--- src/rtl/iob_soc_opencryptolinux_axi2axil.sv ---
// AXI4 burst to AXI-Lite single-beat splitter with independent read and write paths.
// Define IOB_AXI2AXIL_WRAP_EN to honour WRAP bursts; otherwise WRAP behaves as INCR.
module iob_soc_opencryptolinux_axi2axil #(
    parameter int ADDR_W = 32,
    parameter int DATA_W = 32,
    parameter int ID_W   = 1,
    parameter int LEN_W  = 8
) (
    input  logic                clk_i,
    input  logic                rst_i,
    input  logic                cke_i,
    input  logic [ID_W-1:0]     s_axi_awid_i,
    input  logic [ADDR_W-1:0]   s_axi_awaddr_i,
    input  logic [LEN_W-1:0]    s_axi_awlen_i,
    input  logic [2:0]          s_axi_awsize_i,
    input  logic [1:0]          s_axi_awburst_i,
    input  logic                s_axi_awvalid_i,
    output logic                s_axi_awready_o,
    input  logic [DATA_W-1:0]   s_axi_wdata_i,
    input  logic [DATA_W/8-1:0] s_axi_wstrb_i,
    input  logic                s_axi_wlast_i,
    input  logic                s_axi_wvalid_i,
    output logic                s_axi_wready_o,
    output logic [ID_W-1:0]     s_axi_bid_o,
    output logic [1:0]          s_axi_bresp_o,
    output logic                s_axi_bvalid_o,
    input  logic                s_axi_bready_i,
    input  logic [ID_W-1:0]     s_axi_arid_i,
    input  logic [ADDR_W-1:0]   s_axi_araddr_i,
    input  logic [LEN_W-1:0]    s_axi_arlen_i,
    input  logic [2:0]          s_axi_arsize_i,
    input  logic [1:0]          s_axi_arburst_i,
    input  logic                s_axi_arvalid_i,
    output logic                s_axi_arready_o,
    output logic [ID_W-1:0]     s_axi_rid_o,
    output logic [DATA_W-1:0]   s_axi_rdata_o,
    output logic [1:0]          s_axi_rresp_o,
    output logic                s_axi_rlast_o,
    output logic                s_axi_rvalid_o,
    input  logic                s_axi_rready_i,
    output logic [ADDR_W-1:0]   m_axil_awaddr_o,
    output logic [2:0]          m_axil_awprot_o,
    output logic                m_axil_awvalid_o,
    input  logic                m_axil_awready_i,
    output logic [DATA_W-1:0]   m_axil_wdata_o,
    output logic [DATA_W/8-1:0] m_axil_wstrb_o,
    output logic                m_axil_wvalid_o,
    input  logic                m_axil_wready_i,
    input  logic [1:0]          m_axil_bresp_i,
    input  logic                m_axil_bvalid_i,
    output logic                m_axil_bready_o,
    output logic [ADDR_W-1:0]   m_axil_araddr_o,
    output logic [2:0]          m_axil_arprot_o,
    output logic                m_axil_arvalid_o,
    input  logic                m_axil_arready_i,
    input  logic [DATA_W-1:0]   m_axil_rdata_i,
    input  logic [1:0]          m_axil_rresp_i,
    input  logic                m_axil_rvalid_i,
    output logic                m_axil_rready_o
);
`ifdef IOB_AXI2AXIL_WRAP_EN
    localparam bit WRAP_EN = 1'b1;
`else
    localparam bit WRAP_EN = 1'b0;
`endif

    typedef enum logic [1:0] {R_IDLE, R_ADDR, R_DATA} r_state_t;
    typedef enum logic [2:0] {W_IDLE, W_DATA, W_LITE, W_RESP, W_BRESP} w_state_t;

    r_state_t r_state, r_next;
    w_state_t w_state, w_next;
    logic [ID_W-1:0]     r_id, w_id;
    logic [ADDR_W-1:0]   r_addr, w_addr;
    logic [LEN_W-1:0]    r_len, w_len, r_cnt, w_cnt;
    logic [2:0]          r_size, w_size;
    logic [1:0]          r_burst, w_burst, acc_resp;
    logic [DATA_W-1:0]   w_data;
    logic [DATA_W/8-1:0] w_strb;
    logic                aw_done, w_done, r_last, lite_done;
    logic                unused_wlast;

    // Beat count comes from awlen alone, so wlast carries no information here.
    assign unused_wlast = s_axi_wlast_i;

    function automatic logic [ADDR_W-1:0] next_addr(input logic [ADDR_W-1:0] a,
                                                    input logic [2:0] sz,
                                                    input logic [LEN_W-1:0] ln,
                                                    input logic [1:0] bt);
        logic [ADDR_W-1:0] step, mask;
        step = ADDR_W'(1) << sz;
        mask = ((ADDR_W'(ln) + ADDR_W'(1)) << sz) - ADDR_W'(1);
        if (bt == 2'b00)
            next_addr = a;
        else if (WRAP_EN && bt == 2'b10)
            next_addr = (a & ~mask) | ((a + step) & mask);
        else
            next_addr = a + step;
    endfunction

    assign r_last          = (r_cnt == r_len);
    assign s_axi_rid_o     = r_id;
    assign s_axi_rdata_o   = m_axil_rdata_i;
    assign s_axi_rresp_o   = m_axil_rresp_i;
    assign s_axi_rlast_o   = (r_state == R_DATA) && r_last;
    assign m_axil_araddr_o = r_addr;
    assign m_axil_arprot_o = 3'b000;

    always_comb begin
        r_next           = r_state;
        s_axi_arready_o  = 1'b0;
        m_axil_arvalid_o = 1'b0;
        s_axi_rvalid_o   = 1'b0;
        m_axil_rready_o  = 1'b0;
        case (r_state)
            R_IDLE: begin
                s_axi_arready_o = 1'b1;
                if (s_axi_arvalid_i) r_next = R_ADDR;
            end
            R_ADDR: begin
                m_axil_arvalid_o = 1'b1;
                if (m_axil_arready_i) r_next = R_DATA;
            end
            R_DATA: begin
                s_axi_rvalid_o  = m_axil_rvalid_i;
                m_axil_rready_o = s_axi_rready_i;
                if (m_axil_rvalid_i && s_axi_rready_i) r_next = r_last ? R_IDLE : R_ADDR;
            end
            default: r_next = R_IDLE;
        endcase
    end

    always_ff @(posedge clk_i) begin
        if (rst_i) begin
            r_state <= R_IDLE;
            r_id    <= '0;
            r_addr  <= '0;
            r_len   <= '0;
            r_size  <= '0;
            r_burst <= '0;
            r_cnt   <= '0;
        end else if (cke_i) begin
            r_state <= r_next;
            if (r_state == R_IDLE && s_axi_arvalid_i) begin
                r_id    <= s_axi_arid_i;
                r_addr  <= s_axi_araddr_i;
                r_len   <= s_axi_arlen_i;
                r_size  <= s_axi_arsize_i;
                r_burst <= s_axi_arburst_i;
                r_cnt   <= '0;
            end
            if (r_state == R_DATA && m_axil_rvalid_i && s_axi_rready_i && !r_last) begin
                r_cnt  <= r_cnt + 1'b1;
                r_addr <= next_addr(r_addr, r_size, r_len, r_burst);
            end
        end
    end

    // Address and data channels of a Lite write may complete in either order.
    assign lite_done       = (aw_done || m_axil_awready_i) && (w_done || m_axil_wready_i);
    assign s_axi_bid_o     = w_id;
    assign s_axi_bresp_o   = acc_resp;
    assign m_axil_awaddr_o = w_addr;
    assign m_axil_awprot_o = 3'b000;
    assign m_axil_wdata_o  = w_data;
    assign m_axil_wstrb_o  = w_strb;

    always_comb begin
        w_next           = w_state;
        s_axi_awready_o  = 1'b0;
        s_axi_wready_o   = 1'b0;
        s_axi_bvalid_o   = 1'b0;
        m_axil_awvalid_o = 1'b0;
        m_axil_wvalid_o  = 1'b0;
        m_axil_bready_o  = 1'b0;
        case (w_state)
            W_IDLE: begin
                s_axi_awready_o = 1'b1;
                if (s_axi_awvalid_i) w_next = W_DATA;
            end
            W_DATA: begin
                s_axi_wready_o = 1'b1;
                if (s_axi_wvalid_i) w_next = W_LITE;
            end
            W_LITE: begin
                m_axil_awvalid_o = !aw_done;
                m_axil_wvalid_o  = !w_done;
                if (lite_done) w_next = W_RESP;
            end
            W_RESP: begin
                m_axil_bready_o = 1'b1;
                if (m_axil_bvalid_i) w_next = (w_cnt == w_len) ? W_BRESP : W_DATA;
            end
            W_BRESP: begin
                s_axi_bvalid_o = 1'b1;
                if (s_axi_bready_i) w_next = W_IDLE;
            end
            default: w_next = W_IDLE;
        endcase
    end

    always_ff @(posedge clk_i) begin
        if (rst_i) begin
            w_state  <= W_IDLE;
            w_id     <= '0;
            w_addr   <= '0;
            w_len    <= '0;
            w_size   <= '0;
            w_burst  <= '0;
            w_cnt    <= '0;
            w_data   <= '0;
            w_strb   <= '0;
            aw_done  <= 1'b0;
            w_done   <= 1'b0;
            acc_resp <= 2'b00;
        end else if (cke_i) begin
            w_state <= w_next;
            case (w_state)
                W_IDLE: if (s_axi_awvalid_i) begin
                    w_id     <= s_axi_awid_i;
                    w_addr   <= s_axi_awaddr_i;
                    w_len    <= s_axi_awlen_i;
                    w_size   <= s_axi_awsize_i;
                    w_burst  <= s_axi_awburst_i;
                    w_cnt    <= '0;
                    acc_resp <= 2'b00;
                end
                W_DATA: if (s_axi_wvalid_i) begin
                    w_data <= s_axi_wdata_i;
                    w_strb <= s_axi_wstrb_i;
                end
                W_LITE: begin
                    aw_done <= lite_done ? 1'b0 : (aw_done || m_axil_awready_i);
                    w_done  <= lite_done ? 1'b0 : (w_done || m_axil_wready_i);
                end
                W_RESP: if (m_axil_bvalid_i) begin
                    if (m_axil_bresp_i > acc_resp) acc_resp <= m_axil_bresp_i;
                    if (w_cnt != w_len) begin
                        w_cnt  <= w_cnt + 1'b1;
                        w_addr <= next_addr(w_addr, w_size, w_len, w_burst);
                    end
                end
                default: ;
            endcase
        end
    end
endmodule

--- config.mk ---
export PLATFORM = sky130hd
export DESIGN_NAME = iob_soc_opencryptolinux_axi2axil
export DESIGN_NICKNAME = d
export VERILOG_FILES = /design/src/rtl/iob_soc_opencryptolinux_axi2axil.sv
export SDC_FILE = /design/constraint.sdc
export NUM_CORES = 1
export LEC_CHECK = 0
export ABC_AREA = 1
export BUFFER_PORTS_ARGS = -buffer_cell sky130_fd_sc_hd__buf_2
export CORE_MARGIN = 3
export CORE_UTILIZATION = 51
export DETAILED_ROUTE_END_ITERATION = 16
export HOLD_SLACK_MARGIN = 0.02
export PLACE_DENSITY = 0.87
export SLEW_MARGIN = 5
export SYNTH_ARGS = -nofsm -noshare
export SYNTH_HDL_FRONTEND = slang
export SYNTH_SLANG_ARGS = --single-unit
export TNS_END_PERCENT = 5
--- constraint.sdc ---
create_clock -name clk_i -period 2.27 [get_ports clk_i]
set_input_delay 0.454 -clock clk_i [delete_from_list [all_inputs] [get_ports clk_i]]
set_output_delay 0.454 -clock clk_i [all_outputs]
set_load 0.05 [all_outputs]
==> impl_metrics.py, run 1 <==
metrics = {
    "synth": {
        "synth-main-ff-cell": "dfxtp_1",
        "netlist_area_sq_um": 9650,
        "synthTopCellsByCount": "nand2_1, nor2_1, inv_1, dfxtp_1, nand3_1",
        "syn_avg_cell_area_sq_um": 6.11,
        "synth_cells": 1578,
        "synth.most_common_cell": "nand2_1",
        "async_reset_ff_share_pct": 0,
        "yosys.cell_types.count": 44,
        "synth_top_area_share_pct": 31.7,
        "synth_edf_count": 0,
        "yosysWarnings": 0,
        "synth_area_leader_cell": "dfxtp_1",
        "yosysSeqAreaShare_pct": 31.7,
        "synth_area_leaders": "dfxtp_1, nand2_1, nor2_1, inv_1, nand3_1",
        "ys_ff_latch": 153,
    },
    "critical_path": {
        "crit_chain": "clkinvlp_4 > nor3_4 > ha_4 > nand2_1 > nand2_2 > a21boi_2 > nand3_2 > buf_4 > nand2_1 > nand2_1 > nand3_1 > nand2_1 > nand2_1 > a21oi_1",
        "ff2ff_path_depth": 14,
        "reg2reg_to": "m_axil_araddr_o[25]",
        "critPathLaunchType": "flop",
        "required_ns": 2.57,
        "end_kind": "flop",
        "max_stage_delay_ns": 0.38,
        "critPathBufInv": 2,
        "crit_slowest_cell": "dfxtp_4",
        "critical-path-top-delay-family": "simple AND/OR/NAND/NOR gates",
        "regToRegSetupSlack_ns": -0.05,
        "crit_type": "reg -> reg",
        "cp.depth": 14,
        "rr_startpoint": "r_size[1]",
        "arrival_ns": 2.62,
        "cpMostUsedCell": "nand2_1",
        "crit_fanout": 5,
    },
    "routing": {
        "wirelength_mm": 30.8,
        "vias_per_cell": 5.39,
        "drcViolationCount": 0,
        "vias": 11100,
        "antenna_left": 0,
        "drt-pass1-iter-count": 6,
        "wl_per_cell_um": 15.0,
        "drt_iter0_drc": 1044,
    },
    "finish": {
        "drive_above_1_share_pct": 24.1,
        "fillCellCount": 1580,
        "finalNonFillerCells": 2052,
        "syn_to_final_growth_pct": 25.3,
        "nNetsFinal": 2009,
    },
    "cts": {
        "clockRootBuffer": "clkbuf_16",
        "cts.path.max_buffers": 2,
        "postCtsHoldBufs": 0,
        "clkTransAtPathRegs_ns": 0.07,
        "cts_made_buffers": 17,
        "cts_tree": "done",
        "cts_max_level": 4,
        "cts_sinks": 153,
        "clock_latency_ns": 0.44,
    },
    "hold_path": {
        "min_path_cells": 3,
        "min_to": "r_len[7]",
        "hold_path.class": "in -> reg",
        "min_from": "s_axi_arlen_i[7]",
    },
    "sta": {
        "maxSlewHeadroom_pct": 33.9,
        "grt_setup_unrepaired": "yes",
        "max_slew.worst_pin.slew_ns": 0.986,
        "max_freq_ghz": 0.432,
        "setup_viol": 4,
        "setup_ws_ns": -0.0473,
        "hold_violations": 0,
        "fin_crit_ns": 2.32,
        "report.final.slew_viol_count": 0,
        "skew_ns": 0.0101,
        "min_period_over_period_pct": 102,
    },
    "die": {
        "start_util_pct": 52.8,
        "die_h_um": 144,
        "die_x_um": 144,
        "rows": 49,
        "core_sq_um": 18300,
        "dieArea_sq_um": 20600,
        "ios": 333,
    },
    "power": {
        "leakagePower_nw": 5.74,
        "comb_power_share_pct": 25.7,
        "p_switching_mw": 3.14,
        "p_per_area_nw_per_um2": 686,
        "seq_power_share_pct": 37.7,
        "vdd_drop_max_v": 0.000541,
        "switching_share_pct": 37.9,
        "pwr-share-clk_pct": 36.7,
        "p_int_mw": 5.15,
    },
    "grt": {
        "grt.met2_usage_pct": 46.4,
        "grt_pass1_wl_mm": 46.3,
        "overflow": 0,
        "grt_pass1_vias": 9671,
        "grt_max_degree": 60,
        "grtUsageTotal_pct": 27.4,
        "met3_usage_pct": 6.09,
        "gr-max-usage-layer": "met2",
        "met1_usage_pct": 34.9,
        "antenna_found_initial": 2,
    },
    "place": {
        "dp_hpwl_mm": 21.3,
        "port_buffers": 257,
        "gp_congestion": 0.934,
        "dp_slack_ns": -0.0388,
        "place_inst": 2001,
    },
    "job": {
        "drv_cap": 0,
    },
    "status": {
        "failed_checks": "negative setup slack",
        "outcome": "complete, but fails checks",
    },
}
through the flow:
| step | power, mW | TNS (ns) | cell area, sq um | util, % | hold slack (ns) |
|---|---|---|---|---|---|
| 2_1_floorplan | 4.77 | 0 | 9670 | - | 0.439 |
| 3_3_place_gp | 5.12 | 0 | 10900 | 59.9 | 0.449 |
| 3_5_place_dp | 5.16 | -0.154 | 10900 | 59.9 | 0.457 |
| 4_1_cts | 8.18 | -0.00188 | 11600 | 63.5 | 0.230 |
| 5_1_grt | 8.64 | -2.11 | 12100 | 66.2 | 0.247 |
| 6_report | 8.29 | -0.102 | 12100 | 66.2 | 0.243 |
power by group through the flow:
| stage | Combinational [mW] | Clock (mW) | Sequential, mW |
|---|---|---|---|
| global route | 2.31 | 3.17 | 3.15 |
| detailed placement | 2.00 | 0 | 3.16 |
| CTS | 2.02 | 3.06 | 3.10 |
| finish | 2.13 | 3.04 | 3.12 |
| global placement | 1.97 | 0 | 3.15 |
| floorplan | 1.17 | 0 | 3.60 |
cell type report:
class,instances,area [sq um],share of cell area (%)
timing repair buffer,299,1690,14.0
clock buffer,17,425,3.52
inverter,161,614,5.08
tap,229,287,2.37
antenna,1,2.50,0.0207
sequential,153,3080,25.5
clock inverter,15,204,1.69
multi-input combinational,1177,5790,47.9
layer usage:
layer | part of all wire [%] | wire [um]
met1 | 40 | 12400
met2 | 49 | 15100
met3 | 8.7 | 2690
met4 | 2.1 | 634
met5 | 0.036 | 11
logic make-up after synthesis:
logic type	share of synthesized area, %
other cells	0.0389
compound gates	11.7
simple gates	39.0
fa+ha+maj	3.01
xor+xnor	2.36
flops	31.7
buf+inv	12.2
flip-flops by register name, summed over array words and instances (netlist names):
signal,count
r_state,2
m_axil_araddr_o,32
r_cnt,8
w_len,8
r_size,3
w_size,3
s_axi_bresp_o,2
s_axi_rid_o,1
m_axil_wdata_o,32
m_axil_wstrb_o,4
m_axil_awaddr_o,32
w_state,3
w_done,1
r_len,8
w_cnt,8
aw_done,1
r_burst,2
w_burst,2
s_axi_bid_o,1
tightest hold or removal path, cell delays in order:
cell	delay (ns)
buf_2	0.08
nor2_1	0.04
nor2_1	0.08
cell usage in the layout, fill, tap and decap left out, drive strengths merged:
cell type | synthesis | layout
dfxtp | 153 | 153
nor2 | 253 | 253
nand4 | 15 | 15
clkinvlp | 0 | 3
o21bai | 3 | 3
nand3 | 117 | 118
o2bb2ai | 1 | 1
o221ai | 1 | 1
fa | 2 | 2
xor2 | 5 | 5
o211ai | 1 | 1
nor3b | 1 | 1
buf | 65 | 299
nor4 | 1 | 1
o21a | 1 | 1
nor3 | 43 | 43
conb | 1 | 6
xnor2 | 21 | 21
nand2 | 455 | 455
a211oi | 2 | 2
a21o | 1 | 1
diode | 0 | 1
a21oi | 106 | 106
ha | 20 | 20
or2 | 8 | 8
inv | 159 | 163
clkbuf | 28 | 17
bufinv | 0 | 1
a21boi | 1 | 1
clkinv | 2 | 9
o21ai | 101 | 101
nand3b | 9 | 9
and3 | 2 | 2
worst max path at each step:
stage | startpoint | to | slack [ns]
floorplan | w_state[2] | w_state[2] | 0.05
global placement | r_size[2] | m_axil_araddr_o[9] | 0.05
detailed placement | r_size[0] | m_axil_araddr_o[28] | -0.04
CTS | w_state[1] | m_axil_bready_o | -0.002
global route | r_size[0] | m_axil_araddr_o[30] | -0.15
finish | r_size[1] | m_axil_araddr_o[25] | -0.05
repair_timing:
item	CTS	global route
endpoints found under the setup margin	13	56
pin swaps	0	35
setup buffers	0	17
gates cloned	0	1
resized for setup	10	99
Power figures use the tool's default switching activity.
==> inputs of run 2 (changes only) <==
--- a/config.mk
+++ b/config.mk
@@ -5,10 +5,9 @@
 export SDC_FILE = /design/constraint.sdc
 export NUM_CORES = 1
 export LEC_CHECK = 0
-export ABC_AREA = 1
 export BUFFER_PORTS_ARGS = -buffer_cell sky130_fd_sc_hd__buf_2
 export CORE_MARGIN = 3
-export CORE_UTILIZATION = 51
+export CORE_UTILIZATION = 50
 export DETAILED_ROUTE_END_ITERATION = 16
 export HOLD_SLACK_MARGIN = 0.02
 export PLACE_DENSITY = 0.87
==> run 2 against run 1 <==
Net effect:
- the flow still finishes with violations (negative setup slack)
- wire length fell by 0.17%
- count of clock-buffer cells in the layout rose by 2
- clock power fell by 6%
- worst hold slack got worse by 0.0021 ns
- register-to-register slack got worse by 0.29 ns
- via count fell by 8.9%
- synthesized area fell by 9.6%
- power fell by 5.4%
- sequential share of layout area rose by 1.1 points
- critical path type unchanged
- critical endpoint is now m_axil_araddr_o[27]
- largest cell class unchanged
==> impl_metrics.py, run 2 <==
metrics = {
    "hold_path": {
        "min_from": "rst_i",
        "min_to": "s_axi_bresp_o[0]",
        "min_path_cells": 2,
        "hold_path.class": "in -> reg",
    },
    "sta": {
        "setup_viol": 48,
        "max_freq_ghz": 0.384,
        "setup_ws_ns": -0.334,
        "hold_violations": 0,
        "min_period_over_period_pct": 115,
        "fin_crit_ns": 2.60,
        "grt_setup_unrepaired": "yes",
        "max_slew.worst_pin.slew_ns": 0.535,
        "maxSlewHeadroom_pct": 64.3,
        "skew_ns": 0.0100,
        "holdWs_ns": 0.241,
        "report.final.slew_viol_count": 0,
    },
    "grt": {
        "overflow": 0,
        "grt_pass1_vias": 9425,
        "grt_pass1_wl_mm": 47.5,
        "grt_max_degree": 58,
        "antenna_found_initial": 1,
        "grtUsageTotal_pct": 29.7,
    },
    "synth": {
        "yosysWarnings": 0,
        "synth_area_leader_cell": "dfxtp_1",
        "synthTopCellsByCount": "nand2_1, dfxtp_1, a21oi_1, nor2_1, o21ai_0",
        "async_reset_ff_share_pct": 0,
        "synth-main-ff-cell": "dfxtp_1",
        "yosysSeqAreaShare_pct": 35.1,
        "synth_area_leaders": "dfxtp_1, nand2_1, a21oi_1, buf_4, o21ai_0",
        "syn_avg_cell_area_sq_um": 7.63,
        "synth_edf_count": 0,
        "yosys.cell_types.count": 76,
        "synth.most_common_cell": "nand2_1",
        "ys_ff_latch": 153,
        "synth_top_area_share_pct": 35.1,
        "synth_cells": 1143,
        "netlist_area_sq_um": 8720,
    },
    "die": {
        "rows": 47,
        "dieArea_sq_um": 19100,
        "ios": 333,
        "start_util_pct": 51.9,
        "core_sq_um": 16800,
        "die_h_um": 138,
        "die_x_um": 138,
    },
    "place": {
        "port_buffers": 257,
        "dp_hpwl_mm": 20.4,
        "place_inst": 1611,
        "gp_congestion": 0.932,
    },
    "power": {
        "p_per_area_nw_per_um2": 676,
        "leakagePower_nw": 4.80,
        "p_total_mw": 7.85,
        "vdd_drop_max_v": 0.000524,
    },
    "cts": {
        "cts_max_level": 4,
        "clockRootBuffer": "clkbuf_16",
        "cts_made_buffers": 17,
        "cts.path.max_buffers": 2,
        "cts_tree": "done",
        "cts_sinks": 153,
        "clock_latency_ns": 0.44,
        "clkTransAtPathRegs_ns": 0.07,
    },
    "routing": {
        "wirelength_mm": 30.8,
        "drt-pass1-iter-count": 6,
        "vias_per_cell": 6.11,
        "drcViolationCount": 0,
        "drt_iter0_drc": 1261,
        "wl_per_cell_um": 18.6,
        "vias": 10100,
        "antenna_left": 0,
    },
    "status": {
        "failed_checks": "negative setup slack",
        "outcome": "complete, but fails checks",
    },
    "critical_path": {
        "crit_chain": "buf_6 > nand2_2 > nor2_1 > ha_1 > nand4_1 > nor3_4 > o2111ai_2 > buf_6 > xnor2_2 > a222oi_1 > nor2_1",
        "critical-path-top-delay-family": "simple AND/OR/NAND/NOR gates",
        "critPathBufInv": 2,
        "ff2ff_path_depth": 11,
        "reg2reg_to": "m_axil_araddr_o[27]",
        "crit_fanout": 7,
        "crit_slowest_cell": "nor3_4",
        "regToRegSetupSlack_ns": -0.33,
        "crit_type": "reg -> reg",
        "critPathLaunchType": "flop",
        "arrival_ns": 2.92,
        "required_ns": 2.58,
        "end_kind": "flop",
        "max_stage_delay_ns": 0.44,
        "cp.depth": 11,
        "rr_startpoint": "r_size[0]",
    },
    "finish": {
        "syn_to_final_growth_pct": 33.0,
        "finalNonFillerCells": 1650,
        "fillCellCount": 1251,
        "fin_util_pct": 69.0,
        "insertedDiodeCount": 0,
        "drive_above_1_share_pct": 33.6,
        "nNetsFinal": 1617,
        "mostFrequentLayoutCells": "buf_2, nand2_1, dfxtp_1",
        "mostFrequentLayoutCell": "buf_2",
    },
    "job": {
        "drv_cap": 0,
    },
}
==> run 2: cell families after synthesis <==
group                      count (synthesis)  synth area share, %
and+or+nand+nor                          461                 24.9
AOI/OAI and AO/OA                        333                 24.5
DFF                                      153                 35.1
buffers and inverters                    128                 7.53
xor gates and xnor gates                  41                 4.12
adders and majority gates                 22                 3.33
muxes                                      4                0.473
other                                      1               0.0430
==> run 2: worst max-delay path by stage <==
stage,from,endpoint
after floorplan,w_size[0],m_axil_awaddr_o[26]
after global placement,w_size[0],m_axil_awaddr_o[26]
after detailed placement,r_size[2],m_axil_araddr_o[25]
after CTS,w_size[2],m_axil_awaddr_o[26]
after global routing,r_size[0],m_axil_araddr_o[27]
final,r_size[0],m_axil_araddr_o[27]
==> run 2: metrics by stage <==
stage          worst slack, ns  instance area [sq um]  TNS [ns]
2_1_floorplan           -0.467                   8750    -15.22
4_1_cts                 -0.178                  11400     -2.06
5_1_grt                 -0.391                  11600     -9.95
3_3_place_gp            -0.230                  10500     -5.02
3_5_place_dp            -0.383                  10500     -9.32
6_report                -0.334                  11600     -6.23
==> run 2: final cells by class <==
type / instances / area, sq um / area share (%)
Clock inverter: 13 / 134 / 1.15
Sequential cell: 153 / 3080 / 26.6
Timing Repair Buffer: 359 / 2150 / 18.5
Inverter: 18 / 67.6 / 0.582
Clock buffer: 19 / 443 / 3.82
Multi-Input combinational cell: 868 / 5450 / 46.9
Tap cell: 220 / 275 / 2.37
==> run 2: power by group <==
| part | switching, mW | internal, mW | leakage (nW) |
|---|---|---|---|
| Clock | 1.29 | 1.57 | 0.280 |
| Combinational | 1.29 | 0.650 | 3.27 |
| Sequential | 0.196 | 2.85 | 1.25 |
| Total | 2.77 | 5.07 | 4.80 |
==> run 2: repair_timing <==
item | 4_1_cts | 5_1_grt
buffers inserted | 2 | 4
hold buffers | 0 | 0
cloned | 1 | 0
resized for setup | 58 | 52
pin swaps | 23 | 23
setup endpoints to repair | 55 | 61
==> run 2: metal layers <==
metal  part of all wire (%)  track usage, %  up-vias
li1                       -               -     4620
met1                     38            36.3     4615
met2                     48            50.2      690
met3                    9.6            6.08      151
met4                    4.3            13.8        2
met5                  0.049               0        -
==> inputs of run 3 (changes only) <==
--- a/config.mk
+++ b/config.mk
@@ -6,12 +6,12 @@
 export NUM_CORES = 1
 export LEC_CHECK = 0
 export BUFFER_PORTS_ARGS = -buffer_cell sky130_fd_sc_hd__buf_2
-export CORE_MARGIN = 3
 export CORE_UTILIZATION = 50
 export DETAILED_ROUTE_END_ITERATION = 16
 export HOLD_SLACK_MARGIN = 0.02
+export MAX_ROUTING_LAYER = met4
 export PLACE_DENSITY = 0.87
-export SLEW_MARGIN = 5
+export SLEW_MARGIN = 25
 export SYNTH_ARGS = -nofsm -noshare
 export SYNTH_HDL_FRONTEND = slang
 export SYNTH_SLANG_ARGS = --single-unit
==> run 3 against run 2 <==
Net effect:
- the flow still finishes with violations (negative setup slack)
- sequential power barely moved
- die area down 5.7%
- worst hold slack improved by 0.019 ns
- combinational power barely moved
- clock power is 3% higher
- fmax is 2.6% higher
- global-route usage up 2.3 points
==> impl_metrics.py, run 3 (same netlist as run 2, synthesis figures left out) <==
metrics = {
    "status": {
        "outcome": "complete, but fails checks",
        "failed_checks": "negative setup slack",
    },
    "critical_path": {
        "arrival_ns": 2.89,
        "reg2reg_to": "m_axil_araddr_o[16]",
        "critPathLaunchType": "flop",
        "regToRegSetupSlack_ns": -0.27,
        "crit_fanout": 8,
        "required_ns": 2.62,
        "end_kind": "flop",
        "ff2ff_path_depth": 11,
        "rr_startpoint": "r_size[0]",
        "crit_type": "reg -> reg",
    },
    "cts": {
        "cts_tree": "done",
        "clkTransAtPathRegs_ns": 0.07,
        "cts_sinks": 153,
        "cts_made_buffers": 17,
        "cts_max_level": 4,
        "clockRootBuffer": "clkbuf_16",
        "cts.path.max_buffers": 2,
        "clock_latency_ns": 0.43,
    },
    "routing": {
        "drt_iter0_drc": 1008,
        "vias": 10000,
        "drcViolationCount": 0,
        "drt-pass1-iter-count": 5,
        "wirelength_mm": 29.8,
        "antenna_left": 0,
        "wl_per_cell_um": 18.0,
        "vias_per_cell": 6.05,
    },
    "sta": {
        "setup_ws_ns": -0.269,
        "fin_crit_ns": 2.54,
        "maxSlewHeadroom_pct": 56.6,
        "min_period_over_period_pct": 112,
        "report.final.slew_viol_count": 0,
        "hold_violations": 0,
        "fin_tns_setup_ns": -7.80,
        "grt_setup_unrepaired": "yes",
        "setup_viol": 55,
        "max_freq_ghz": 0.394,
        "max_slew.worst_pin.slew_ns": 0.651,
        "skew_ns": 0.0112,
        "holdWs_ns": 0.260,
    },
    "hold_path": {
        "min_from": "s_axi_awlen_i[3]",
        "min_to": "w_len[3]",
        "min_path_cells": 3,
        "hold_path.class": "in -> reg",
    },
    "finish": {
        "mostFrequentLayoutCell": "buf_2",
        "drive_above_1_share_pct": 34.2,
        "mostFrequentLayoutCells": "buf_2, nand2_1, dfxtp_1",
        "fin_area_sq_um": 11700,
        "seq_area_sq_um": 3080,
        "syn_to_final_growth_pct": 33.9,
        "multiInputGateArea_sq_um": 5440,
        "nNetsFinal": 1623,
        "finalNonFillerCells": 1657,
        "fillCellCount": 1265,
    },
    "grt": {
        "grt_pass1_vias": 8956,
        "overflow": 0,
        "grt_pass1_wl_mm": 44.8,
        "grtUsageTotal_pct": 31.9,
        "grt_max_degree": 110,
        "antenna_found_initial": 1,
    },
    "die": {
        "ios": 333,
        "start_util_pct": 51.9,
        "dieArea_sq_um": 18000,
        "core_sq_um": 16800,
        "die_h_um": 134,
        "rows": 47,
        "die_x_um": 134,
    },
    "job": {
        "drv_cap": 0,
    },
    "place": {
        "port_buffers": 257,
        "place_inst": 1614,
        "dpl_cell_area_sq_um": 10600,
        "gp_congestion": 0.957,
        "dp_hpwl_mm": 19.8,
    },
    "power": {
        "leakagePower_nw": 4.87,
        "vdd_drop_max_v": 0.000511,
        "p_per_area_nw_per_um2": 677,
    },
}
[run 3: per-stage QoR]
step	worst slack, ns	utilization (%)	power (mW)
after global routing	-0.379	69.5	8.18
after floorplan	-0.467	-	4.43
after detailed placement	-0.314	62.8	4.89
after CTS	-0.151	68.2	7.84
final	-0.269	69.5	7.91
after global placement	-0.247	62.8	4.85
[run 3: layer usage]
metal / vias to the layer above / global-route usage, % / wire [um]
met1: 4628 / 37.9 / 11400
met2: 643 / 53.6 / 14600
li1: 4616 / - / -
met5: - / - / 0
met4: 0 / 12.5 / 1020
met3: 133 / 5.67 / 2760
[run 3: worst max-delay path, stage by stage, from the launching register on]
cell and delay (ns):
dfxtp_2 0.33, buf_6 0.13, nor3b_1 0.33, ha_2 0.39
a211oi_2 0.24, o21ai_2 0.15, o211ai_1 0.23, buf_4 0.22
buf_4 0.14, o21a_1 0.12, o21ai_1 0.06, a31oi_1 0.12
[run 3: worst max path at each step]
stage	startpoint	end	slack, ns	depth (start not counted)
final	r_size[0]	m_axil_araddr_o[16]	-0.27	11
after global placement	w_size[2]	m_axil_awaddr_o[24]	-0.25	10
after detailed placement	w_size[2]	m_axil_awaddr_o[12]	-0.31	10
after CTS	w_size[1]	m_axil_awaddr_o[30]	-0.15	11
after global routing	r_size[0]	m_axil_araddr_o[29]	-0.38	11
after floorplan	w_size[0]	m_axil_awaddr_o[26]	-0.47	9
[run 3: timing repair]
item | in CTS | in global routing
gates resized for setup | 66 | 50
hold endpoints to repair | 0 | 0
hold buffers | 0 | 0
buffers inserted | 5 | 5
pin swaps | 30 | 28
endpoints found under the setup margin | 54 | 62
[run 3: layout make-up]
class	instances	share of cell area (%)
Clock buffer	18	3.76
Timing Repair Buffer	366	19.0
Sequential cell	153	26.4
Antenna cell	1	0.0214
Tap cell	220	2.36
Clock inverter	14	1.39
Multi-Input combinational cell	867	46.5
Inverter	18	0.578
[run 3: where the power goes]
group / internal [mW] / total, mW / switching (mW)
Clock: 1.68 / 2.94 / 1.26
Combinational: 0.645 / 1.94 / 1.29
Sequential: 2.85 / 3.03 / 0.179
Total: 5.17 / 7.91 / 2.73
